**config.mk**
```make
export PLATFORM = sky130hd
export DESIGN_NAME = misr_compactor_flat
export DESIGN_NICKNAME = d
export VERILOG_FILES = /design/src/rtl/misr_pkg.sv /design/src/rtl/misr_compactor_if.sv /design/src/rtl/misr_next.sv /design/src/rtl/misr_compactor.sv /design/src/flat_wrapper.sv
export SDC_FILE = /design/constraint.sdc
export NUM_CORES = 1
export LEC_CHECK = 0
export ABC_CLOCK_PERIOD_IN_PS = 4150
export CAP_MARGIN = 10
export CORE_ASPECT_RATIO = 1.4
export CORE_MARGIN = 2
export CORE_UTILIZATION = 50
export CTS_CLUSTER_DIAMETER = 30
export DETAILED_ROUTE_END_ITERATION = 12
export GPL_TIMING_DRIVEN = 1
export PLACE_DENSITY = 0.82
export SLEW_MARGIN = 5
export SYNTH_ARGS = -nofsm -noshare
export SYNTH_HDL_FRONTEND = slang
export SYNTH_SLANG_ARGS = --single-unit
```
**constraint.sdc**
```tcl
create_clock -name CLK -period 4.15 [get_ports CLK]
set_input_delay 0.415 -clock CLK [delete_from_list [all_inputs] [get_ports CLK]]
set_output_delay 0.415 -clock CLK [all_outputs]
set_load 0.005 [all_outputs]
```
**src/rtl/misr_pkg.sv**
```systemverilog
// Shared definitions for the MISR compactor: default geometry, default
// feedback polynomial and the controller state encoding.
package misr_pkg;

  localparam int          MISR_WIDTH_DEF = 16;
  localparam int          MISR_CNT_W_DEF = 16;
  localparam logic [15:0] MISR_POLY_DEF  = 16'h1021;

  // States are prefixed so they never collide with the DONE status signal.
  typedef enum logic [1:0] {
    ST_IDLE = 2'd0,
    ST_RUN  = 2'd1,
    ST_DONE = 2'd2
  } misr_state_e;

endpackage : misr_pkg

```
**src/rtl/misr_compactor_if.sv**
```systemverilog
// Control/data bundle between the test harness and the MISR compactor.
// master: harness side that drives the run; slave: the compactor.
interface misr_compactor_if #(
  parameter int WIDTH = 16,
  parameter int CNT_W = 16
);

  logic             START;
  logic [CNT_W-1:0] NCYC;
  logic [WIDTH-1:0] SEED;
  logic [WIDTH-1:0] DIN;
  logic             DIN_VLD;
  logic             BUSY;
  logic             DONE;
  logic [WIDTH-1:0] SIG;

  modport master (
    output START, NCYC, SEED, DIN, DIN_VLD,
    input  BUSY, DONE, SIG
  );

  modport slave (
    input  START, NCYC, SEED, DIN, DIN_VLD,
    output BUSY, DONE, SIG
  );

endinterface : misr_compactor_if

```
**src/rtl/misr_next.sv**
```systemverilog
// Combinational next-signature XOR tree: shift left by one, fold the bit
// shifted out back in through the polynomial taps, then XOR the new sample.
module misr_next
  import misr_pkg::*;
#(
  parameter int WIDTH = MISR_WIDTH_DEF
) (
  input  logic [WIDTH-1:0] sig_i,
  input  logic [WIDTH-1:0] din_i,
  input  logic [WIDTH-1:0] poly_i,
  output logic [WIDTH-1:0] sig_o
);

  logic fb;

  // Feedback bit is the MSB leaving the register.
  assign fb = sig_i[WIDTH-1];

  // Bit 0 has no shift-in source; a zero enters from the bottom.
  assign sig_o[0] = (fb & poly_i[0]) ^ din_i[0];

  generate
    for (genvar gi = 1; gi < WIDTH; gi++) begin : g_bit
      assign sig_o[gi] = sig_i[gi-1] ^ (fb & poly_i[gi]) ^ din_i[gi];
    end
  endgenerate

endmodule : misr_next

```
**src/rtl/misr_compactor.sv**
```systemverilog
// MISR compactor: a run-length controller folds a programmed number of valid
// samples into the signature, then freezes the result until the next START.
module misr_compactor
  import misr_pkg::*;
#(
  parameter int               WIDTH = MISR_WIDTH_DEF,
  parameter logic [WIDTH-1:0] POLY  = WIDTH'(MISR_POLY_DEF),
  parameter int               CNT_W = MISR_CNT_W_DEF
) (
  input logic              CLK,
  input logic              RSTB,
  misr_compactor_if.slave  bus
);

  misr_state_e      state_q, state_d;
  logic [CNT_W-1:0] cnt_q,   cnt_d;
  logic [WIDTH-1:0] sig_q,   sig_d;
  logic [WIDTH-1:0] sig_nxt;

  misr_next #(
    .WIDTH (WIDTH)
  ) u_next (
    .sig_i  (sig_q),
    .din_i  (bus.DIN),
    .poly_i (POLY),
    .sig_o  (sig_nxt)
  );

  // State, counter and signature registers; reset clears everything at once.
  always_ff @(posedge CLK or negedge RSTB) begin
    if (!RSTB) begin
      state_q <= ST_IDLE;
      cnt_q   <= '0;
      sig_q   <= '0;
    end else begin
      state_q <= state_d;
      cnt_q   <= cnt_d;
      sig_q   <= sig_d;
    end
  end

  // Next-state logic: accept START when not running, fold valid samples in RUN.
  always_comb begin
    state_d = state_q;
    cnt_d   = cnt_q;
    sig_d   = sig_q;
    unique case (state_q)
      ST_IDLE, ST_DONE: begin
        if (bus.START) begin
          sig_d = bus.SEED;
          if (bus.NCYC == '0) begin
            // Zero-length run: the seed itself is the final signature.
            state_d = ST_DONE;
          end else begin
            cnt_d   = bus.NCYC;
            state_d = ST_RUN;
          end
        end
      end
      ST_RUN: begin
        // Invalid cycles are stalls: signature and count both hold.
        if (bus.DIN_VLD) begin
          sig_d = sig_nxt;
          cnt_d = cnt_q - CNT_W'(1);
          // Leaving at a count of one keeps the counter from ever wrapping.
          if (cnt_q == CNT_W'(1)) begin
            state_d = ST_DONE;
          end
        end
      end
      default: begin
        state_d = ST_IDLE;
      end
    endcase
  end

  // Status is decoded from the state register only, so no input reaches it.
  always_comb begin
    bus.BUSY = (state_q == ST_RUN);
    bus.DONE = (state_q == ST_DONE);
    bus.SIG  = sig_q;
  end

endmodule : misr_compactor

```
**src/flat_wrapper.sv**
```systemverilog
// flat-port wrapper written by rule: the top's interface ports become plain ports
module misr_compactor_flat import misr_pkg::*;
#(
  parameter int               WIDTH = MISR_WIDTH_DEF,
  parameter logic [WIDTH-1:0] POLY  = WIDTH'(MISR_POLY_DEF),
  parameter int               CNT_W = MISR_CNT_W_DEF
)
  (CLK, RSTB, bus_START, bus_NCYC, bus_SEED, bus_DIN, bus_DIN_VLD, bus_BUSY, bus_DONE, bus_SIG);
  misr_compactor_if #(.WIDTH(WIDTH), .CNT_W(CNT_W)) bus_i ();
  input logic CLK;
  input logic RSTB;
  input wire logic [$bits(bus_i.START)-1:0] bus_START;
  input wire logic [$bits(bus_i.NCYC)-1:0] bus_NCYC;
  input wire logic [$bits(bus_i.SEED)-1:0] bus_SEED;
  input wire logic [$bits(bus_i.DIN)-1:0] bus_DIN;
  input wire logic [$bits(bus_i.DIN_VLD)-1:0] bus_DIN_VLD;
  output wire logic [$bits(bus_i.BUSY)-1:0] bus_BUSY;
  output wire logic [$bits(bus_i.DONE)-1:0] bus_DONE;
  output wire logic [$bits(bus_i.SIG)-1:0] bus_SIG;
  assign bus_i.START = bus_START;
  assign bus_i.NCYC = bus_NCYC;
  assign bus_i.SEED = bus_SEED;
  assign bus_i.DIN = bus_DIN;
  assign bus_i.DIN_VLD = bus_DIN_VLD;
  assign bus_BUSY = bus_i.BUSY;
  assign bus_DONE = bus_i.DONE;
  assign bus_SIG = bus_i.SIG;
  misr_compactor #(.WIDTH(WIDTH), .POLY(POLY), .CNT_W(CNT_W)) u_core (.CLK(CLK), .RSTB(RSTB), .bus(bus_i));
endmodule
```
* Word level (Yosys, flattened, before mapping)
Index checks and enable logic that the tools add are counted.
** Storage, ports and cells
- Register bits after elaboration :: 34
- Latch bits :: 0
- Memory bits (writable) :: 0
- ROM bits :: 0
- Input port bits :: 52
- Output and inout bits :: 18
- Logic and storage cells :: 48
- Memories :: 0
** Cells by class
- Add/subtract/negate cells :: 1
- $mul :: 0
- Divide/modulo/power cells :: 0
- Magnitude comparators :: 0
- Eq/ne operators :: 7
- Shift operators :: 0
- Muxes and demuxes :: 12
- Bitwise operators :: 18
- Reductions and logical operators :: 7
** Operators by type and width (count)
- $mux 16 :: 5
- $pmux 16 s2 :: 2
- $xor 1x1->1 :: 18
- $eq 16x1->1 const B :: 1
- $logic_not 16->1 :: 1
- $sub 16x1->16 const B :: 1
- $mux 2 :: 4
- $ne 2x2->1 const B :: 3
- $reduce_and 3->1 :: 2
- $pmux 2 s2 :: 1
- $reduce_and 4->1 :: 1
- $eq 2x1->1 const B :: 1
- $eq 2x2->1 const B :: 1
- $logic_not 2->1 :: 1
- $ne 2x1->1 const B :: 1
- $reduce_bool 2->1 :: 1
- $reduce_or 2->1 :: 1

* Logic depth before layout (Yosys ltp)
Gate-level depths: netlist of the first run.
- Depth after elaboration :: 4
- Gate-level depth with buffers :: 6
- Mapped depth without buffers :: 6

* Hierarchy
From an unflattened synthesis of the first run, not the netlist that was laid out.
** Second synthesis, totals
- Cell total of the unflattened synthesis :: 276
- Area, all modules :: 2383.5 µm²
** By module, submodules not included
- misr_compactor :: times used 1, cells each 227, area each 2008.2 µm², seq. area each 850.8 µm²
- misr_next :: times used 1, cells each 49, area each 375.4 µm², seq. area each 0.0 µm²

* Worst setup path after synthesis of the first run
Ideal clock, no wire load.
- Path type :: in2reg
- Start :: input bus_NCYC[7]
- End :: register u_core.cnt_q[10]
- Setup time :: 0.126 ns
- Arrival time :: 1.988 ns
- Data required time :: 4.024 ns
- Setup slack :: 2.036 ns
- Stages on the path :: 4
- Buffers on the path :: 0
- Path through :: or4_4 or4_4 and2_4 o32a_1
** On the way
- Word-level cells in the longest chain between the ends :: 3
** RTL lines
- start: declaration :: line flat_wrapper.sv:13 : input wire logic [$bits(bus_i.NCYC)-1:0] bus_NCYC;
- $logic_not 16->1 :: line misr_compactor.sv:51 : if (bus.NCYC == '0) begin
- $ne 2x2->1 (no line)
- $reduce_and 4->1 (no line)
- end signal: assignment :: line misr_compactor.sv:37 : cnt_q <= cnt_d;
- end: declaration :: line misr_compactor.sv:16 : logic [CNT_W-1:0] cnt_q, cnt_d;
Every way passes these cells.
A chain may end at the register's enable or synchronous reset.

* Worst setup path in the final report of the first run
- Start :: register u_core.state_q[0]
- End :: output bus_BUSY
** On the way
- Word-level cells in the longest chain between the ends :: 1
** RTL lines
- start: declaration :: line misr_compactor.sv:15 : misr_state_e state_q, state_d;
- start signal: assignment :: line misr_compactor.sv:36 : state_q <= state_d;
- $eq 2x1->1 :: line misr_compactor.sv:79 : bus.BUSY = (state_q == ST_RUN);
- end: declaration :: line flat_wrapper.sv:17 : output wire logic [$bits(bus_i.BUSY)-1:0] bus_BUSY;
Every way passes these cells.

==> results.md, run 1 <==
- Outcome: finished clean
- ANT nets after route: 0
- Die Span X: 60.1 µm
- Synth Area in Compound Gates: 25.3%
- GPL Wtd Cong: 0.879
- Cell Int Power: 1.21 mW
- Final Hold Fails: 0
- Synth Area in Adders: 1.14%
- CP startpoint: u_core.state_q[0]$_DFFE_PN0P_
- Req. time, crit path: 3730 ps
- Total Routing Usage GR: 25.9%
- Cell Pwr Density: 701 nW/µm²
- First-pass GRT wire length: 9680 µm
- CP max FO: 25
- Predominant post-synthesis flop cell: dfrtp_1
- Switching Power: 0.910 mW
- # port buffers: 69
- Drt wl/cell: 15.9 µm
- Clock latency on the worst-skew pair: 290 ps
- Top-area cell type share of the netlist area: 38.6%
- Post-synth top area cell: dfrtp_1
- Diodes inserted: 0
- CP arrival: 2350 ps
- H-Tree Depth: 2
- TritonCTS clock tree: done
- Final HPWL DP: 4220 µm
- Setup Viol. Count Final: 0
- Max-cap viol count: 0
- FF-to-FF End: u_core.cnt_q[9]$_DFFE_PN0P_
- Slew Limit Fails: 0
- Syn Inst Count: 252
- Initial antenna violation count: 0
- Die height: 82.6 µm
- CTS Sinks: 34
- Netlist Area Pre-Place: 2200 µm²
- Die area: 4960 µm²
- Reg2Reg Depth: 4
- Initial core utilization: 52.0%
- Filler cells: 340
- Worst setup EP type: primary output
- Worst-Margin Slew: 862 ps
- RR Startpoint: u_core.state_q[0]$_DFFE_PN0P_
- Mean number of vias per cell: 5.98
- Root Driver: clkbuf_8
- YS warnings: 0
- Initial DRC count: 211
- Hold_buf cts: 0
- Pleak: 1.15 nW
- Reg-to-reg setup timing slack: 1710 ps
- Simple-gate share of the synthesized area: 22.1%
- Layout area overhead: 37.0%
- Ys async rst share: 100%
- Pin count of the biggest net entering global routing: 50
- Largest family of logic cells by synthesized area: compound AO/OA/AOI/OAI gates
- Seq/Total Area, Yosys: 38.6%
- RSZ-0062 raised after global routing: false
- Core area: 4240 µm²
- Worst VDD drop: 0.435 mV
- Post-CTS sizing: 0
- Critical path class: reg -> out
- Number of synthesized flops with an enable pin: 0
- DR DRC count: 0
- Clock transition at the registers of the reported paths: 70 ps
- Post-synthesis net count: 306
- Post-Route Setup TNS: 0 ps
- CTS Buf Count: 5
- Mux cell area share after synthesis: 0.908%
- Proportion of layout cells with a drive suffix above 1: 6.67%
- Clock Power Share: 12.2%
- Library cells used by synthesis: 53
- Crit start category: register
- Via Count: 2241
- Overflow after GRT: 0
- Skew final: 5.72 ps
- Sw frac: 42.9%
- Combinational share of power: 53.6%
- Fin util: 71.3%
- Number of setup buffers added after CTS: 0
- Final wirelength: 5970 µm
- Sequential Power Share: 34.1%
- Rows: 28
- Count leader, synth: dfrtp_1
- Vias in the first global route: 2106
- TritonRoute pass-1 iters: 5
- Clock Tree Buf Depth: 2
- Setup crit end: bus_BUSY
- Top cells by area, synth: dfrtp_1 (39%), xnor2_1 (7.2%), a21oi_1 (5.0%)
- Seq cells post-synth: 34
- Synth Area in XOR/XNOR: 7.15%
- Final period util: 66.7%
- Fin nets: 368
- Post-synth top cells: dfrtp_1 (34), nor2_1 (27), a21oi_1 (22), o21ai_0 (19)
- Fmax: 361 MHz
- Headroom to the max-slew limit: 42.6%
- Post-route minimum period: 2770 ps
- Mean area per synthesized cell: 8.75 µm²
- HP Class: reg -> reg
- Top Ports: 70
-- power groups by stage --
stage	Combinational (mW)	Sequential, mW	Clock (mW)
floorplan	0.788	0.652	0
global placement	1.10	0.714	0
detailed placement	1.12	0.719	0
CTS	1.12	0.717	0.264
global route	1.28	0.751	0.279
finish	1.14	0.723	0.259
-- through the flow --
stage / hold WS, ps / total power [mW] / instance area (µm²) / cells / setup slack, ps
CTS: 532 / 2.10 / 3010 / 374 / 1400
floorplan: 119 / 1.44 / 2200 / 252 / 2040
finish: 529 / 2.12 / 3020 / 375 / 1380
global route: 563 / 2.31 / 3020 / 375 / 1190
detailed placement: 516 / 1.84 / 2910 / 366 / 1410
global placement: 513 / 1.81 / 2910 / 366 / 1470
-- routing by layer --
layer | vias to the layer above | routed length, µm | track usage (%)
met5 | - | 0 | 0
met4 | 0 | 129 | 10.9
met3 | 20 | 473 | 6.70
met2 | 118 | 2960 | 43.0
met1 | 1044 | 2410 | 31.3
li1 | 1059 | - | -
-- placed cells by master (no fill, tap or decap), types with 3 or more instances in the layout --
master	count
or4_1	5
o32a_1	3
or4_4	3
nor4_1	4
clkbuf_8	6
a21oi_1	21
nor3b_1	3
o41ai_1	3
inv_1	8
xnor2_1	18
nand2b_1	3
a22oi_1	3
o2bb2ai_1	5
clkdlybuf4s50_1	69
nor3_1	9
nor2_1	27
dfrtp_1	34
nand2_1	18
o221ai_1	5
nand3_1	3
o21ai_0	19
-- how the worst min path moves through the flow --
stage / startpoint / to / slack [ps] / depth (start not counted)
2_1_floorplan: RSTB / u_core.bus.SIG[0]$_DFFE_PN0P_ / 120 / 0
3_3_place_gp: u_core.cnt_q[6]$_DFFE_PN0P_ / u_core.cnt_q[6]$_DFFE_PN0P_ / 510 / 1
3_5_place_dp: u_core.cnt_q[6]$_DFFE_PN0P_ / u_core.cnt_q[6]$_DFFE_PN0P_ / 520 / 1
4_1_cts: u_core.cnt_q[6]$_DFFE_PN0P_ / u_core.cnt_q[6]$_DFFE_PN0P_ / 530 / 1
5_1_grt: u_core.bus.SIG[14]$_DFFE_PN0P_ / u_core.bus.SIG[14]$_DFFE_PN0P_ / 560 / 2
6_report: u_core.cnt_q[6]$_DFFE_PN0P_ / u_core.cnt_q[6]$_DFFE_PN0P_ / 530 / 1
-- critical path: stages, from the launching register on --
cell and delay [ps]:
dfrtp_1 910, nand2b_1 150, inv_1 410, clkdlybuf4s50_1 590
-- sequential cells by signal, summed over array words and instances (netlist names) --
| signal | cells |
|---|---|
| u_core.bus.SIG | 16 |
| u_core.state_q | 2 |
| u_core.cnt_q | 16 |
-- logic make-up after synthesis --
logic type | count (synthesis)
multiplexers | 2
flip-flops | 34
AND/OR/NAND/NOR | 90
buffers and inverters | 25
AO/OA/AOI/OAI | 81
adder cells (fa/ha/maj) | 2
XOR/XNOR | 18
-- cell type report --
class	count	area [µm²]	area share, %
well taps	60	75.1	2.49
inverters	8	30.0	0.994
multi-input cells	193	1250	41.5
clock inverters	1	5.00	0.166
flip-flops and latches	34	851	28.2
repair buffers	72	721	23.9
clock buffers	7	86.3	2.86
(Power assumes the default switching activity.)
==> run 2, diff against run 1 <==
Settings changed: ABC_CLOCK_PERIOD_IN_PS 4150 to 2750, CORE_UTILIZATION 50 to 47, PLACE_DENSITY 0.82 to 0.78.
Clock period 4.15 ns to 2.75 ns, I/O delays scaled along.
==> run 2 against run 1 <==
Against the previous run:
- clock power grew 48%
- global-route usage shrank 0.56 points
- core utilization shrank 4.3 points
- clock skew shrank 1.8 ps
- first-iteration DRC count grew 2.4%
- wire length shrank 2.1%
- worst hold slack lost 130 ps
- critical path type is now in -> reg
==> results.md, run 2 (synthesis gave the netlist of run 1 again) <==
- DR DRC count: 0 (unchanged)
- Clock Power Share: 12.0% (was 12.2%)
- Worst VDD drop: 0.613 mV (was 0.435 mV)
- Mean number of vias per cell: 5.70 (was 5.98)
- Fin nets: 371 (was 368)
- Hold_buf cts: 0 (unchanged)
- Die Span X: 61.9 µm (was 60.1 µm)
- Fmax: 437 MHz
- GPL Wtd Cong: 0.957 (was 0.879)
- Final wirelength: 5850 µm (was 5970 µm)
- Proportion of layout cells with a drive suffix above 1: 7.55% (was 6.67%)
- Sequential Power Share: 33.1% (was 34.1%)
- Rows: 29 (was 28)
- Multi-input logic area: 1250 µm² (unchanged)
- Core area: 4540 µm² (was 4240 µm²)
- Register area: 851 µm² (unchanged)
- Max-cap viol count: 0 (unchanged)
- First-pass GRT wire length: 10100 µm (was 9680 µm)
- Setup Viol. Count Final: 0 (unchanged)
- Post-CTS sizing: 0 (unchanged)
- Combinational share of power: 54.8% (was 53.6%)
- Commonest non-fill, non-tap cell in the layout: clkdlybuf4s50_1 (unchanged)
- Placed Cells: 372 (was 366)
- Pleak: 1.16 nW (was 1.15 nW)
- Diodes inserted: 0 (unchanged)
- Outcome: finished clean (unchanged)
- Crit start category: input port (was register)
- Slew Limit Fails: 0 (unchanged)
- Die area: 5260 µm² (was 4960 µm²)
- Total Routing Usage GR: 25.4% (was 25.9%)
- HP Class: in -> async (was reg -> reg)
- Cell Pwr Density: 1050 nW/µm² (was 701 nW/µm²)
- Skew final: 3.89 ps (was 5.72 ps)
- Worst setup EP type: register (was primary output)
- Overflow after GRT: 0 (unchanged)
- CP arrival: 2440 ps (was 2350 ps)
- TritonCTS clock tree: done (unchanged)
- Critical path class: in -> reg (was reg -> out)
- CTS Sinks: 34 (unchanged)
- H-Tree Depth: 2 (unchanged)
- TritonRoute pass-1 iters: 4 (was 5)
- Filler cells: 407 (was 340)
- Clock Tree Buf Depth: 2 (unchanged)
- Via Count: 2166 (was 2241)
- Pin count of the biggest net entering global routing: 50 (unchanged)
- Switching Power: 1.35 mW (was 0.910 mW)
- Sw frac: 42.4% (was 42.9%)
- Number of setup buffers added after CTS: 0 (unchanged)
- CTS Buf Count: 5 (unchanged)
- Layout area overhead: 37.8% (was 37.0%)
- Final period util: 83.3%
- Cell Count, Final, Fillers Out: 380 (was 375)
- CP max FO: 13 (was 25)
- Post-route minimum period: 2290 ps
- Initial core utilization: 48.6% (was 52.0%)
- Vias in the first global route: 2193 (was 2106)
- RSZ-0062 raised after global routing: false (unchanged)
- Initial DRC count: 216 (was 211)
- Min Hold Slack: 402 ps (was 529 ps)
- Top Ports: 70 (unchanged)
- Clock latency on the worst-skew pair: 290 ps (about the same)
- Die height: 85.0 µm (was 82.6 µm)
- Req. time, crit path: 2900 ps (was 3730 ps)
- Clock transition at the registers of the reported paths: 70 ps (about the same)
- Most frequent cells in the layout: clkdlybuf4s50_1 (69), dfrtp_1 (34), nor2_1 (27), a21oi_1 (21), o21ai_0 (19) (unchanged)
- Drt wl/cell: 15.4 µm (was 15.9 µm)
- Headroom to the max-slew limit: 55.0% (was 42.6%)
- Final Hold Fails: 0 (unchanged)
- ANT nets after route: 0 (unchanged)
- Cell Int Power: 1.84 mW (was 1.21 mW)
- Initial antenna violation count: 0 (unchanged)
- # port buffers: 69 (unchanged)
- Final HPWL DP: 4370 µm (was 4220 µm)
- Root Driver: clkbuf_8 (unchanged)
- Post-Route Setup TNS: 0 ps (unchanged)
- Worst-Margin Slew: 667 ps (was 862 ps)
[run 2: worst max-delay path, cell delays in order]
cell and delay [ps]:
clkdlybuf4s50_1 440, or4_1 540, or4_4 650, o21ai_4 370
o21ai_0 160
[run 2: worst paths after layout]
check / startpoint / to / slack (ps) / cells past startpoint
max in group asynchronous: RSTB / u_core.bus.SIG[4]$_DFFE_PN0P_ / 2030 / 2
hold reg to reg: u_core.cnt_q[6]$_DFFE_PN0P_ / u_core.cnt_q[6]$_DFFE_PN0P_ / 530 / 1
min in group CLK: u_core.cnt_q[6]$_DFFE_PN0P_ / u_core.cnt_q[6]$_DFFE_PN0P_ / 530 / 1
setup / recovery: bus_NCYC[14] / u_core.cnt_q[14]$_DFFE_PN0P_ / 460 / 5
hold / removal: RSTB / u_core.cnt_q[6]$_DFFE_PN0P_ / 400 / 2
setup reg to reg: u_core.cnt_q[2]$_DFFE_PN0P_ / u_core.cnt_q[5]$_DFFE_PN0P_ / 660 / 4
[run 2: routing by layer]
metal / global-route usage [%] / vias to the layer above / part of all wire, %
met1: 31.4 / 997 / 40
li1: - / 1061 / -
met4: 12.6 / 0 / 3.1
met3: 5.64 / 15 / 6.4
met5: 0 / - / 0
met2: 40.3 / 93 / 51
[run 2: final cells by class]
class | instances | share of cell area (%)
inverters | 8 | 0.988
clock buffers | 7 | 2.84
clock inverters | 1 | 0.165
flip-flops and latches | 34 | 28.0
well taps | 62 | 2.55
multi-input cells | 193 | 41.2
repair buffers | 75 | 24.2
[run 2: power by group through the flow]
stage / sequential, mW / combinational (mW) / clock [mW]
3_5_place_dp: 1.06 / 1.75 / 0
2_1_floorplan: 0.984 / 1.19 / 0
6_report: 1.06 / 1.75 / 0.384
5_1_grt: 1.11 / 1.97 / 0.421
3_3_place_gp: 1.06 / 1.72 / 0
4_1_cts: 1.06 / 1.77 / 0.396
[run 2: stage by stage]
stage | power [mW] | cell area (µm²) | utilization, % | setup slack [ps]
after floorplan | 2.17 | 2200 | - | 776
after global placement | 2.77 | 2950 | 65.0 | 215
after detailed placement | 2.81 | 2950 | 65.0 | 185
after CTS | 3.22 | 3040 | 67.0 | 497
after global routing | 3.50 | 3040 | 67.0 | 394
final | 3.19 | 3040 | 67.0 | 460
==> run 3, diff against run 2 <==
Settings changed: ABC_CLOCK_PERIOD_IN_PS 2750 to 2350.
Clock period 2.75 ns to 2.35 ns, I/O delays scaled along.
==> run 3 against run 2 <==
Against the previous run:
- clock-buffer cell count is the same
- total power grew 20%
- global-route usage grew 0.30 points
- core utilization grew 2.8 points
- via count grew 5.3%
- non-clock buffer count grew 17
- combinational power grew 25%
- wire length grew 5.6%
- design area grew 4.1%
- critical endpoint is now u_core.cnt_q[10]$_DFFE_PN0P_
==> results.md, run 3 (synthesis gave the netlist of run 1 again) <==
- Outcome: finished clean (unchanged)
- Max-cap viol count: 0 (unchanged)
- Hold_buf cts: 0 (unchanged)
- Clock latency on the worst-skew pair: 290 ps (about the same)
- Worst-Margin Slew: 629 ps (was 667 ps)
- # port buffers: 69 (unchanged)
- Worst setup EP type: register (unchanged)
- Initial antenna violation count: 0 (unchanged)
- Reg-to-reg setup timing slack: 370 ps (was 660 ps)
- Mean number of vias per cell: 5.76 (was 5.70)
- CP max FO: 6 (was 13)
- Fin nets: 388 (was 371)
- Total power: 3.83 mW (was 3.19 mW)
- Worst VDD drop: 0.634 mV (was 0.613 mV)
- Final wirelength: 6170 µm (was 5850 µm)
- Final Hold Fails: 0 (unchanged)
- Die Span X: 61.9 µm (unchanged)
- Via Count: 2280 (was 2166)
- GPL Wtd Cong: 0.892 (was 0.957)
- Layout area overhead: 43.5% (was 37.8%)
- TritonRoute pass-1 iters: 5 (was 4)
- HP Class: in -> async (unchanged)
- Clock Tree Buf Depth: 2 (unchanged)
- ANT nets after route: 0 (unchanged)
- Initial core utilization: 48.6% (unchanged)
- Setup Viol. Count Final: 0 (unchanged)
- RSZ-0062 raised after global routing: false (unchanged)
- CTS Buf Count: 5 (unchanged)
- Fin util: 69.7% (was 67.0%)
- First-pass GRT wire length: 10200 µm (was 10100 µm)
- TritonCTS clock tree: done (unchanged)
- Die area: 5260 µm² (unchanged)
- Post-Route Setup TNS: 0 ps (unchanged)
- Final period util: 91.0%
- DR DRC count: 0 (unchanged)
- Diodes inserted: 0 (unchanged)
- CTS Sinks: 34 (unchanged)
- Initial DRC count: 189 (was 216)
- Total Routing Usage GR: 25.7% (was 25.4%)
- Clock transition at the registers of the reported paths: 70 ps (about the same)
- RR Startpoint: u_core.cnt_q[0]$_DFFE_PN0P_ (was u_core.cnt_q[2]$_DFFE_PN0P_)
- Drt wl/cell: 15.6 µm (was 15.4 µm)
- Cell Area, Placed: 3090 µm² (was 2950 µm²)
- Final Cell Area: 3160 µm² (was 3040 µm²)
- Headroom to the max-slew limit: 58.1% (was 55.0%)
- Met2 wire len: 3160 µm (was 2970 µm)
- Skew final: 8.29 ps (was 3.89 ps)
- Post-CTS sizing: 0 (unchanged)
- Fmax: 467 MHz
- Vias in the first global route: 2325 (was 2193)
- Filler cells: 389 (was 407)
- Number of setup buffers added after CTS: 0 (unchanged)
- CP arrival: 2320 ps (was 2440 ps)
- Req. time, crit path: 2530 ps (was 2900 ps)
- Top Ports: 70 (unchanged)
- Overflow after GRT: 0 (unchanged)
- Proportion of layout cells with a drive suffix above 1: 11.7% (was 7.55%)
- Uppermost layer routed: met4 (unchanged)
- Critical path class: in -> reg (unchanged)
- Commonest non-fill, non-tap cell in the layout: clkdlybuf4s50_1 (unchanged)
- Reg2Reg Depth: 6 (was 4)
- FF-to-FF End: u_core.cnt_q[14]$_DFFE_PN0P_ (was u_core.cnt_q[5]$_DFFE_PN0P_)
- Core area: 4540 µm² (unchanged)
- Most frequent cells in the layout: clkdlybuf4s50_1 (69), dfrtp_1 (34), nor2_1 (27), buf_4 (22), a21oi_1 (21) (was clkdlybuf4s50_1 (69), dfrtp_1 (34), nor2_1 (27), a21oi_1 (21), o21ai_0 (19))
- Slew Limit Fails: 0 (unchanged)
- Multi-input logic area: 1250 µm² (unchanged)
- Final HPWL DP: 4680 µm (was 4370 µm)
- Rows: 29 (unchanged)
- Register area: 851 µm² (unchanged)
- Pleak: 1.24 nW (was 1.16 nW)
- Post-route minimum period: 2140 ps
- Met3 wire len: 490 µm (was 373 µm)
- Crit start category: input port (unchanged)
- Die height: 85.0 µm (unchanged)
- DRT met1 WL: 2390 µm (was 2320 µm)
- Pin count of the biggest net entering global routing: 35 (was 50)
- H-Tree Depth: 2 (unchanged)
- Root Driver: clkbuf_8 (unchanged)
- Min Hold Slack: 351 ps (was 402 ps)
- Cell Pwr Density: 1210 nW/µm² (was 1050 nW/µm²)
run 3: changes by cell type in the layout (fill, tap and decap cells not counted), sizes merged:
cell and change:
buf +17, clkinv -1
run 3: through the flow:
stage | cells | setup slack (ps)
finish | 396 | 211
global route | 396 | 73.7
CTS | 396 | 220
detailed placement | 389 | -84.6
global placement | 389 | -66.4
floorplan | 252 | 416
run 3: final cells by class:
| type | instances | share of cell area, % |
|---|---|---|
| Tap cell | 62 | 2.45 |
| Inverter | 8 | 0.949 |
| Sequential cell | 34 | 26.9 |
| Multi-Input combinational cell | 193 | 39.6 |
| Clock buffer | 7 | 2.41 |
| Timing Repair Buffer | 92 | 27.7 |
run 3: how the worst max path moves through the flow:
stage / startpoint / endpoint / slack [ps] / cells past startpoint
detailed placement: bus_NCYC[15] / u_core.cnt_q[10]$_DFFE_PN0P_ / -80 / 5
floorplan: bus_NCYC[7] / u_core.cnt_q[10]$_DFFE_PN0P_ / 420 / 4
global route: u_core.state_q[0]$_DFFE_PN0P_ / bus_BUSY / 70 / 4
CTS: bus_NCYC[15] / u_core.cnt_q[10]$_DFFE_PN0P_ / 220 / 5
finish: bus_NCYC[15] / u_core.cnt_q[10]$_DFFE_PN0P_ / 210 / 5
global placement: bus_NCYC[7] / u_core.cnt_q[12]$_DFFE_PN0P_ / -70 / 5
run 3: where the power goes:
part | internal, mW | switching [mW] | leakage (nW)
registers | 0.880 | 0.359 | 0.413
logic | 1.13 | 1.05 | 0.786
clock network | 0.204 | 0.215 | 0.0383
run 3: worst max-delay path, stage by stage:
cell and delay (ps):
clkdlybuf4s50_1 420, or4_1 560, or4_4 600, and2_4 180, o32a_1 320
run 3: layer usage:
metal  vias up  global-route usage (%)
li1       1097                       -
met1      1067                    28.5
met2       103                    43.2
met3        13                    7.16
met4         0                    12.6
met5         -                       0
